<file path="src/rtl/iterative_shifter.sv">
// Multi-cycle shifter for SLL / SRL / SRA / ROL, moving at most STEP positions
// per clock. A start/done handshake lets the control unit stall while it runs.
//
// Ports:
//   clk    - rising-edge clock
//   rst    - asynchronous active-low reset
//   start  - request a shift (sampled only in IDLE)
//   op     - 00 SLL, 01 SRL, 11 SRA, 10 ROL
//   a      - operand, sampled on the accepting edge
//   shamt  - shift amount 0..N-1, sampled on the accepting edge
//   busy   - high while in SHIFT or DONE
//   done   - one-cycle pulse when result becomes valid
//   result - shifted value, held until the next accepted start
module iterative_shifter #(
    parameter int unsigned N    = 32,
    parameter int unsigned STEP = 1,
    parameter int unsigned SW   = $clog2(N)
) (
    input  logic          clk,
    input  logic          rst,
    input  logic          start,
    input  logic [1:0]    op,
    input  logic [N-1:0]  a,
    input  logic [SW-1:0] shamt,
    output logic          busy,
    output logic          done,
    output logic [N-1:0]  result
);

    typedef enum logic [1:0] {
        ST_IDLE  = 2'b00,
        ST_SHIFT = 2'b01,
        ST_DONE  = 2'b10
    } state_e;

    typedef enum logic [1:0] {
        OP_SLL = 2'b00,
        OP_SRL = 2'b01,
        OP_ROL = 2'b10,
        OP_SRA = 2'b11
    } mode_e;

    localparam logic [SW-1:0] STEP_AMT = SW'(STEP);
    localparam logic [SW:0]   N_AMT    = (SW+1)'(N);

    state_e        state_q, state_d;
    mode_e         mode_q, mode_d;
    logic [N-1:0]  work_q, work_d;
    logic [SW-1:0] cnt_q, cnt_d;
    logic          busy_q, busy_d;
    logic          done_q, done_d;
    logic [N-1:0]  result_q, result_d;

    logic [SW-1:0]       step_amt_c;
    logic [SW:0]         rot_amt_c;
    logic signed [N-1:0] work_s_c;
    logic [N-1:0]        shifted_c;

    // One step of the datapath: shift by min(STEP, cnt) according to mode.
    // SRA keeps the operand MSB at every step, so the fill is always the
    // sign bit latched at start.
    always_comb begin
        step_amt_c = (cnt_q > STEP_AMT) ? STEP_AMT : cnt_q;
        rot_amt_c  = N_AMT - {1'b0, step_amt_c};
        work_s_c   = work_q;
        shifted_c  = work_q;
        case (mode_q)
            OP_SLL:  shifted_c = work_q << step_amt_c;
            OP_SRL:  shifted_c = work_q >> step_amt_c;
            OP_SRA:  shifted_c = N'(work_s_c >>> step_amt_c);
            OP_ROL:  shifted_c = (work_q << step_amt_c) | (work_q >> rot_amt_c);
            default: shifted_c = work_q;
        endcase
    end

    // Next-state and registered-output logic.
    always_comb begin
        state_d  = state_q;
        mode_d   = mode_q;
        work_d   = work_q;
        cnt_d    = cnt_q;
        busy_d   = busy_q;
        done_d   = 1'b0;
        result_d = result_q;
        case (state_q)
            ST_IDLE: begin
                if (start) begin
                    work_d  = a;
                    cnt_d   = shamt;
                    mode_d  = mode_e'(op);
                    busy_d  = 1'b1;
                    state_d = ST_SHIFT;
                end
            end
            ST_SHIFT: begin
                if (cnt_q != '0) begin
                    work_d = shifted_c;
                    cnt_d  = cnt_q - step_amt_c;
                end else begin
                    result_d = work_q;
                    done_d   = 1'b1;
                    state_d  = ST_DONE;
                end
            end
            ST_DONE: begin
                busy_d  = 1'b0;
                state_d = ST_IDLE;
            end
            default: begin
                busy_d  = 1'b0;
                state_d = ST_IDLE;
            end
        endcase
    end

    // State and output registers.
    always_ff @(posedge clk or negedge rst) begin
        if (!rst) begin
            state_q  <= ST_IDLE;
            mode_q   <= OP_SLL;
            work_q   <= '0;
            cnt_q    <= '0;
            busy_q   <= 1'b0;
            done_q   <= 1'b0;
            result_q <= '0;
        end else begin
            state_q  <= state_d;
            mode_q   <= mode_d;
            work_q   <= work_d;
            cnt_q    <= cnt_d;
            busy_q   <= busy_d;
            done_q   <= done_d;
            result_q <= result_d;
        end
    end

    assign busy   = busy_q;
    assign done   = done_q;
    assign result = result_q;

endmodule

</file>
<file path="config.mk">
export PLATFORM = sky130hd
export DESIGN_NAME = iterative_shifter
export DESIGN_NICKNAME = d
export VERILOG_FILES = /design/src/rtl/iterative_shifter.sv
export SDC_FILE = /design/constraint.sdc
export NUM_CORES = 1
export LEC_CHECK = 0
export BUFFER_PORTS_ARGS = -buffer_cell sky130_fd_sc_hd__buf_2
export CAP_MARGIN = 20
export CORE_UTILIZATION = 25
export DETAILED_ROUTE_END_ITERATION = 8
export SLEW_MARGIN = 30
export SYNTH_ARGS = -nofsm -noshare
export SYNTH_HDL_FRONTEND = slang
export SYNTH_SLANG_ARGS = --single-unit
export TNS_END_PERCENT = 50
</file>
<file path="constraint.sdc">
create_clock -name clk -period 4.05 [get_ports clk]
set_input_delay 0.405 -clock clk [delete_from_list [all_inputs] [get_ports clk]]
set_output_delay 0.405 -clock clk [all_outputs]
set_load 0.03 [all_outputs]
</file>
After elaboration in Yosys (flattened, before gate mapping) --
Index checks and enable logic that the tools add are counted.
Word-level totals: logic and storage cells 48, output and inout bits 34, register bits 75, input bits 42
Cells by class: shift operators 4, equal/unequal tests 7, muxes and demuxes 15, $lt $le $gt $ge 1, add/sub/neg operators 2, reductions and logical operators 9, bitwise operators 3
Operators by type and width (count):
- one-hot mux 32 bit (4 select lines) | 1
- 2-to-1 mux 32 bit | 2
- one-hot mux 32 bit (2 select lines) | 1
- OR 32 bit | 1
- left shift 32 x 5 -> 32 bit | 1
- right shift 32 x 5 -> 32 bit | 1
- right shift 32 x 6 -> 32 bit | 1
- >>> shifter 32 x 5 -> 32 bit | 1
- 2-to-1 mux 5 bit | 3
- one-hot mux 5 bit (2 select lines) | 1
- AND reduction 2 bit | 4
- inequality test 2 bit (second input constant) | 3
- subtractor 6 x 5 -> 6 bit (first input constant) | 1
- greater-than comparator 5 x 1 -> 1 bit (second input constant) | 1
- nonzero test 5 bit | 1
- subtractor 5 bit | 1
- == test 2 x 1 -> 1 bit (second input constant) | 2
- == test 2 bit (second input constant) | 2
- zero test 2 bit | 2
- 2-to-1 mux 2 bit | 2
- one-hot mux 2 bit (2 select lines) | 1
- 2-to-1 mux 1 bit | 3
- AND reduction 3 bit | 1
- NOT 1 bit | 2
- other kinds (2) | 2

Depth between registers and ports, before layout --
Gate-level depths: netlist (run 1).
depth in word-level cells 8, mapped depth 9, mapped depth without buffers 7

Worst setup path after synthesis (run 1) --
No wires, ideal clock.
kind reg2reg, from register cnt_q[4], to register work_q[2], cell stages (with the launch flop) 10, arrival 2.208 ns, path slack 1.715 ns, data required time 3.923 ns, buffers on the path 2, period minus slack after synthesis 2.335 ns, cell sequence dfrtp_1 > or3_1 > nor3_2 > ha_1 > buf_2 > buf_2 > mux2i_1 > nand2_1 > a311oi_1 > o21ai_2
Between the ends: word-level cells in the longest chain between the ends 8, elaborated cells between the ends (all ways) 14, classes of those cells add/sub (1); order compare (1); eq/ne (1); shift (4); mux (4); bitwise (1); reduce/logical (2)
Ends and longest elaborated chain:
- from (decl) | line 49 | logic [SW-1:0] cnt_q, cnt_d;
- from (signal assigned) | line 130 | cnt_q <= cnt_d;
- greater-than comparator 5 x 1 -> 1 bit | line 63 | step_amt_c = (cnt_q > STEP_AMT) ? STEP_AMT : cnt_q;
- 2-to-1 mux 5 bit | line 63
- subtractor 6 x 5 -> 6 bit | line 64 | rot_amt_c = N_AMT - {1'b0, step_amt_c};
- right shift 32 x 6 -> 32 bit | line 71 | OP_ROL: shifted_c = (work_q << step_amt_c) | (work_q >> rot_amt_c);
- OR 32 bit | line 71
- one-hot mux 32 bit (4 select lines) | line 67 | case (mode_q)
- 2-to-1 mux 32 bit | line 96 | if (cnt_q != '0) begin
- one-hot mux 32 bit (2 select lines) | line 85 | case (state_q)
- to (signal assigned) | line 129 | work_q <= work_d;
- to (decl) | line 48 | logic [N-1:0] work_q, work_d;
Parallel ways exist; a longest one is shown, timed or not. The select of a mux whose other input is x is not followed. A chain may end at the register's enable or synchronous reset.

Worst setup path in the final report (run 1) --
from register cnt_q[4], to register work_q[11]
Same word-level chain as after synthesis.

==> results.sh, run 1 <==
export IMPL_status="finished, final reports clean"
export IMPL_critPathMaxFanout=19
export IMPL_clk_latency_ns=0.34
export IMPL_yosysWarnings=0
export IMPL_drc=0
export IMPL_grt_total_usage_pct=14.87
export IMPL_cp_required_ns=4.27
export IMPL_cts_hold_buf=0
export IMPL_dp_hpwl_um=7848
export IMPL_cts_setup_buffers=0
export IMPL_final_cell_mix="nand2_1 (109), dfrtp_1 (75), buf_2 (74)"
export IMPL_syn_inst=412
export IMPL_cts_root_buf="clkbuf_16"
export IMPL_grt_pass1_vias=3341
export IMPL_num_fill_cells=1598
export IMPL_fin_nets=516
export IMPL_pwr_density_cell_nw_per_um2=966.1
export IMPL_path_delay_family="simple AND/OR/NAND/NOR gates"
export IMPL_synth_edf_count=0
export IMPL_cts_max_level=3
export IMPL_slowest_stage="ha_1"
export IMPL_post_cts_resized=0
export IMPL_cts_tree="done"
export IMPL_clock_sinks=75
export IMPL_min_path_type="in -> async"
export IMPL_vias_per_cell=4.964
export IMPL_critPathKind="reg -> reg"
export IMPL_final_layout_size_suffix_gt1_share_pct=28.72
export IMPL_grt_pass1_wl_um=18330
export IMPL_drtIter0Drc=227
export IMPL_overflow=0
export IMPL_setup_worst_path_start_class="flip-flop"
export IMPL_rows=45
export IMPL_seqCellArea_um2=1877
export IMPL_dr_total_vias=3301
export IMPL_layout_commonest_cell="nand2_1"
export IMPL_area_growth_pct=22.46
export IMPL_grt_max_degree=76
export IMPL_worstPathCellList="or3_1, nor3_2, ha_1, mux2_2, a211oi_1, nor3_1, a221o_1"
export IMPL_die_area_um2=16100
export IMPL_syn_area_um2=3899
export IMPL_gp_congestion=0.8546
export IMPL_syn_avg_cell_area_um2=9.463
export IMPL_peakVddDrop_v=0.0003864
export IMPL_first_pass_iters=4
export IMPL_path_buf_inv=0
export IMPL_wl_per_cell_um=16.81
export IMPL_ys_ff_latch=75
export IMPL_cpPeakStageDelay_ns=0.56
export IMPL_start_util_pct=25.65
export IMPL_slew_viol_final=0
export IMPL_n_antenna_cell=0
export IMPL_wl_um=11180
export IMPL_multi_input_area_um2=1836
export IMPL_ys_async_sr_fraction_pct=100.0
export IMPL_skew_ns=0.007376
export IMPL_cts_buffers=9
export IMPL_fin_crit_ns=2.737
export IMPL_relSlewSlack_pct=46.50
export IMPL_crit_arrival_ns=2.96
export IMPL_leakage_uw=0.002252
export IMPL_clock_fmax_ghz=0.3653
export IMPL_cts_buffer_depth=2
export IMPL_antenna_found_initial=0
export IMPL_yosysSeqAreaShare_pct=48.14
export IMPL_detailedPlace_worstSlack_ns=1.336
export IMPL_final_setup_worst_slack_ns=1.313
export IMPL_die_x_um=126.9
export IMPL_worst_pin_slew_ns=0.8025
export IMPL_fin_crit_sh_pct=67.58
export IMPL_hold_viol_final=0
export IMPL_ys_flop_type="dfrtp_1"
export IMPL_ant_nets=0
export IMPL_setup_viol=0
export IMPL_rsz0062_at_grt="false"
export IMPL_synth_cell_type_count=50
export IMPL_die_h_um=126.9
export IMPL_clkTransAtPathRegs_ns=0.06
export IMPL_io_buffers=75
export IMPL_end_kind="flip-flop"
export IMPL_fin_tns_setup_ns=0
export IMPL_cap_violations=0
export IMPL_coreArea_um2=15200
export IMPL_io_pins=76
export IMPL_r2r_slack_ns=1.31
export IMPL_syn_nets=456
path summary, 6_finish.rpt:
kind / start / endpoint / depth (start not counted)
min in group clk: op[1] / mode_q[1] / 3
max in group asynchronous: rst / result[25] / 1
setup / recovery: cnt_q[4] / work_q[11] / 7
setup reg to reg: cnt_q[4] / work_q[11] / 7
hold reg to reg: result[1] / result[1] / 2
hold / removal: rst / result[1] / 1
per-stage QoR:
stage	utilization [%]	power, uW	cell area (um^2)	instances	hold slack (ns)
2_1_floorplan	-	3067	3899	412	0.1094
3_3_place_gp	28.82	3523	4382	649	0.4557
3_5_place_dp	28.82	3588	4382	649	0.4589
4_1_cts	31.38	4646	4771	665	0.2677
5_1_grt	31.41	4939	4775	665	0.1507
6_report	31.41	4613	4775	665	0.08357
state kept, by name, summed over array words and instances (netlist names):
register,cells
busy,1
done,1
cnt_q,5
state_q,2
mode_q,2
work_q,32
result,32
metal layers:
layer | global-route usage, % | vias up | wire, um
li1 | - | 1583 | -
met1 | 18.98 | 1592 | 5028
met2 | 24.43 | 114 | 5396
met3 | 3.880 | 12 | 611
met4 | 4.902 | 0 | 140
met5 | 0 | - | 0
power by group:
group          total (uW)  internal [uW]  switching [uW]
clock network        1040            726             314
logic                2020            800            1220
registers            1550           1120             432
total                4610           2640            1970
final cells by class:
cell class	instances	area share, %
Tap cell	188	4.927
Sequential cell	75	39.31
Multi-Input combinational cell	300	38.44
Clock buffer	9	4.717
Inverter	7	0.5503
Timing Repair Buffer	79	8.622
Clock inverter	7	3.433
cell families (layout without fill, tap and decap cells):
kind of cell,after synthesis,count (layout),share of synthesized area [%]
multiplexers,30,30,8.890
buffers and inverters,37,102,4.910
AND/OR/NAND/NOR,172,172,18.68
other,1,1,0.09618
AO/OA/AOI/OAI,95,95,18.65
flip-flops,75,75,48.14
adder cells (fa/ha/maj),2,2,0.6417
cell usage after synthesis, drive strengths merged (6+ instances only):
library cell / number / area, um^2
nand2: 109 / 409.1
dfrtp: 75 / 1877
nor2: 32 / 120.1
o21ai: 25 / 155.1
mux2: 17 / 191.4
buf: 15 / 108.9
clkbuf: 15 / 56.30
o22ai: 15 / 100.1
nor3: 13 / 75.07
mux2i: 11 / 110.1
a21oi: 8 / 43.79
a221o: 8 / 80.08
a211oi: 7 / 52.55
inv: 7 / 26.28
a22oi: 6 / 75.07
Note: power is estimated with default switching activity, not from simulation.
==> run 2: changes to the inputs <==
Clock period 4.05 ns to 2.6 ns, I/O delays scaled along.
==> run 2 against run 1 <==
  * The run now ends with negative hold slack left
  * Non-clock buffer count is 3 higher
  * Via count is 0.61% higher
  * Sequential share of layout area is 0.49 points higher
  * Critical path depth stayed put
  * Sequential cell count stayed put
  * Fmax is 15% higher
  * Cell count is 0.45% higher
==> results.sh, run 2 (same netlist as run 1, synthesis figures left out) <==
export IMPL_pwr_density_cell_nw_per_um2=1455
export IMPL_rows=45
export IMPL_grt_total_usage_pct=15.04
export IMPL_area_growth_pct=20.96
export IMPL_crit_arrival_ns=2.60
export IMPL_end_kind="flip-flop"
export IMPL_holdWs_ns=-0.04333
export IMPL_vias_per_cell=4.972
export IMPL_rsz0062_at_grt="false"
export IMPL_antenna_found_initial=0
export IMPL_first_pass_iters=4
export IMPL_grt_pass1_wl_um=18690
export IMPL_drc=0
export IMPL_cts_root_buf="clkbuf_16"
export IMPL_critPathKind="reg -> reg"
export IMPL_io_pins=76
export IMPL_fin_crit_ns=2.377
export IMPL_critPathMaxFanout=14
export IMPL_drtIter0Drc=185
export IMPL_worst_pin_slew_ns=0.6908
export IMPL_slew_viol_final=0
export IMPL_gp_congestion=0.8529
export IMPL_seqCellArea_um2=1877
export IMPL_fin_crit_sh_pct=91.43
export IMPL_status="complete, but fails checks"
export IMPL_min_path_type="in -> async"
export IMPL_n_antenna_cell=0
export IMPL_r2r_end="work_q[13]"
export IMPL_violations="negative hold slack"
export IMPL_wl_um=11450
export IMPL_fin_nets=519
export IMPL_clock_sinks=75
export IMPL_cts_setup_buffers=0
export IMPL_layout_commonest_cell="nand2_1"
export IMPL_setup_viol=0
export IMPL_io_buffers=75
export IMPL_cts_tree="done"
export IMPL_num_fill_cells=1597
export IMPL_clk_latency_ns=0.34
export IMPL_clkTransAtPathRegs_ns=0.06
export IMPL_cts_max_level=3
export IMPL_r2r_slack_ns=0.22
export IMPL_rr_startpoint="cnt_q[4]"
export IMPL_setup_worst_path_start_class="flip-flop"
export IMPL_die_h_um=126.9
export IMPL_cp_required_ns=2.82
export IMPL_die_area_um2=16100
export IMPL_cap_violations=0
export IMPL_cts_buffer_depth=2
export IMPL_overflow=0
export IMPL_dp_hpwl_um=8151
export IMPL_skew_ns=0.008304
export IMPL_dr_total_vias=3321
export IMPL_fin_tns_setup_ns=0
export IMPL_die_x_um=126.9
export IMPL_peakVddDrop_v=0.0004658
export IMPL_grt_max_degree=76
export IMPL_hold_viol_final=75
export IMPL_ant_nets=0
export IMPL_wl_per_cell_um=17.14
export IMPL_cts_buffers=9
export IMPL_final_cell_mix="nand2_1 (109), dfrtp_1 (75), buf_2 (74)"
export IMPL_cts_hold_buf=0
export IMPL_coreArea_um2=15200
export IMPL_start_util_pct=25.65
export IMPL_worst_r2r_path_depth=7
export IMPL_grt_pass1_vias=3372
export IMPL_leakage_uw=0.002211
export IMPL_post_cts_resized=0
export IMPL_relSlewSlack_pct=53.95
export IMPL_multi_input_area_um2=1848
export IMPL_final_layout_size_suffix_gt1_share_pct=29.17
export IMPL_clock_fmax_ghz=0.4207
==> run 2: changes by cell type in the layout (fill, tap and decap cells not counted) <==
cell and delta:
ha_4 +1, ha_1 -1, clkbuf_1 +1, buf_4 +3
clkinvlp_4 +3, bufinv_16 -4
==> run 2: routing by layer <==
metal | vias to the layer above | GRT usage (%) | share of wire [%]
li1 | 1579 | - | -
met1 | 1620 | 19.93 | 44
met2 | 111 | 24.50 | 48
met3 | 11 | 3.543 | 6.7
met4 | 0 | 4.132 | 1.1
met5 | - | 0 | 0
==> run 2: worst max path at each step <==
stage,endpoint,startpoint,depth (start not counted),slack (ns)
floorplan,work_q[2],cnt_q[4],9,0.27
detailed placement,work_q[13],cnt_q[4],7,0.06
finish,work_q[13],cnt_q[4],7,0.22
global route,work_q[13],cnt_q[4],7,0.09
CTS,work_q[13],cnt_q[4],7,0.06
global placement,work_q[11],cnt_q[4],7,0.13
==> run 2: through the flow <==
step                worst slack (ns)  area, um^2  power, uW  utilization [%]  instances
floorplan                     0.2651        3899       4778                -        412
global placement              0.1328        4404       5515            28.97        652
detailed placement           0.06326        4404       5646            28.97        652
CTS                          0.06371        4700       6898            30.91        668
global route                 0.09159        4716       7352            31.02        668
finish                        0.2229        4716       6861            31.02        668
==> run 2: where the power goes <==
part / switching, uW / internal, uW
Sequential: 700 / 1740
Combinational: 1900 / 1280
Clock: 498 / 743
Total: 3100 / 3760
==> run 2: layout make-up <==
cell class                      count  share of cell area (%)
Clock buffer                       10                   4.855
Inverter                            7                  0.5572
Timing Repair Buffer               82                   9.207
Sequential cell                    75                   39.80
Multi-Input combinational cell    300                   39.19
Clock inverter                      6                   1.406
Tap cell                          188                   4.988
==> run 2: critical path, stage by stage (launching register included) <==
cell and delay (ns):
dfrtp_1 0.42, or3_1 0.43, nor3_2 0.23, ha_4 0.31, mux2_2 0.29, a211oi_1 0.22, nor3_1 0.07, a221o_1 0.28
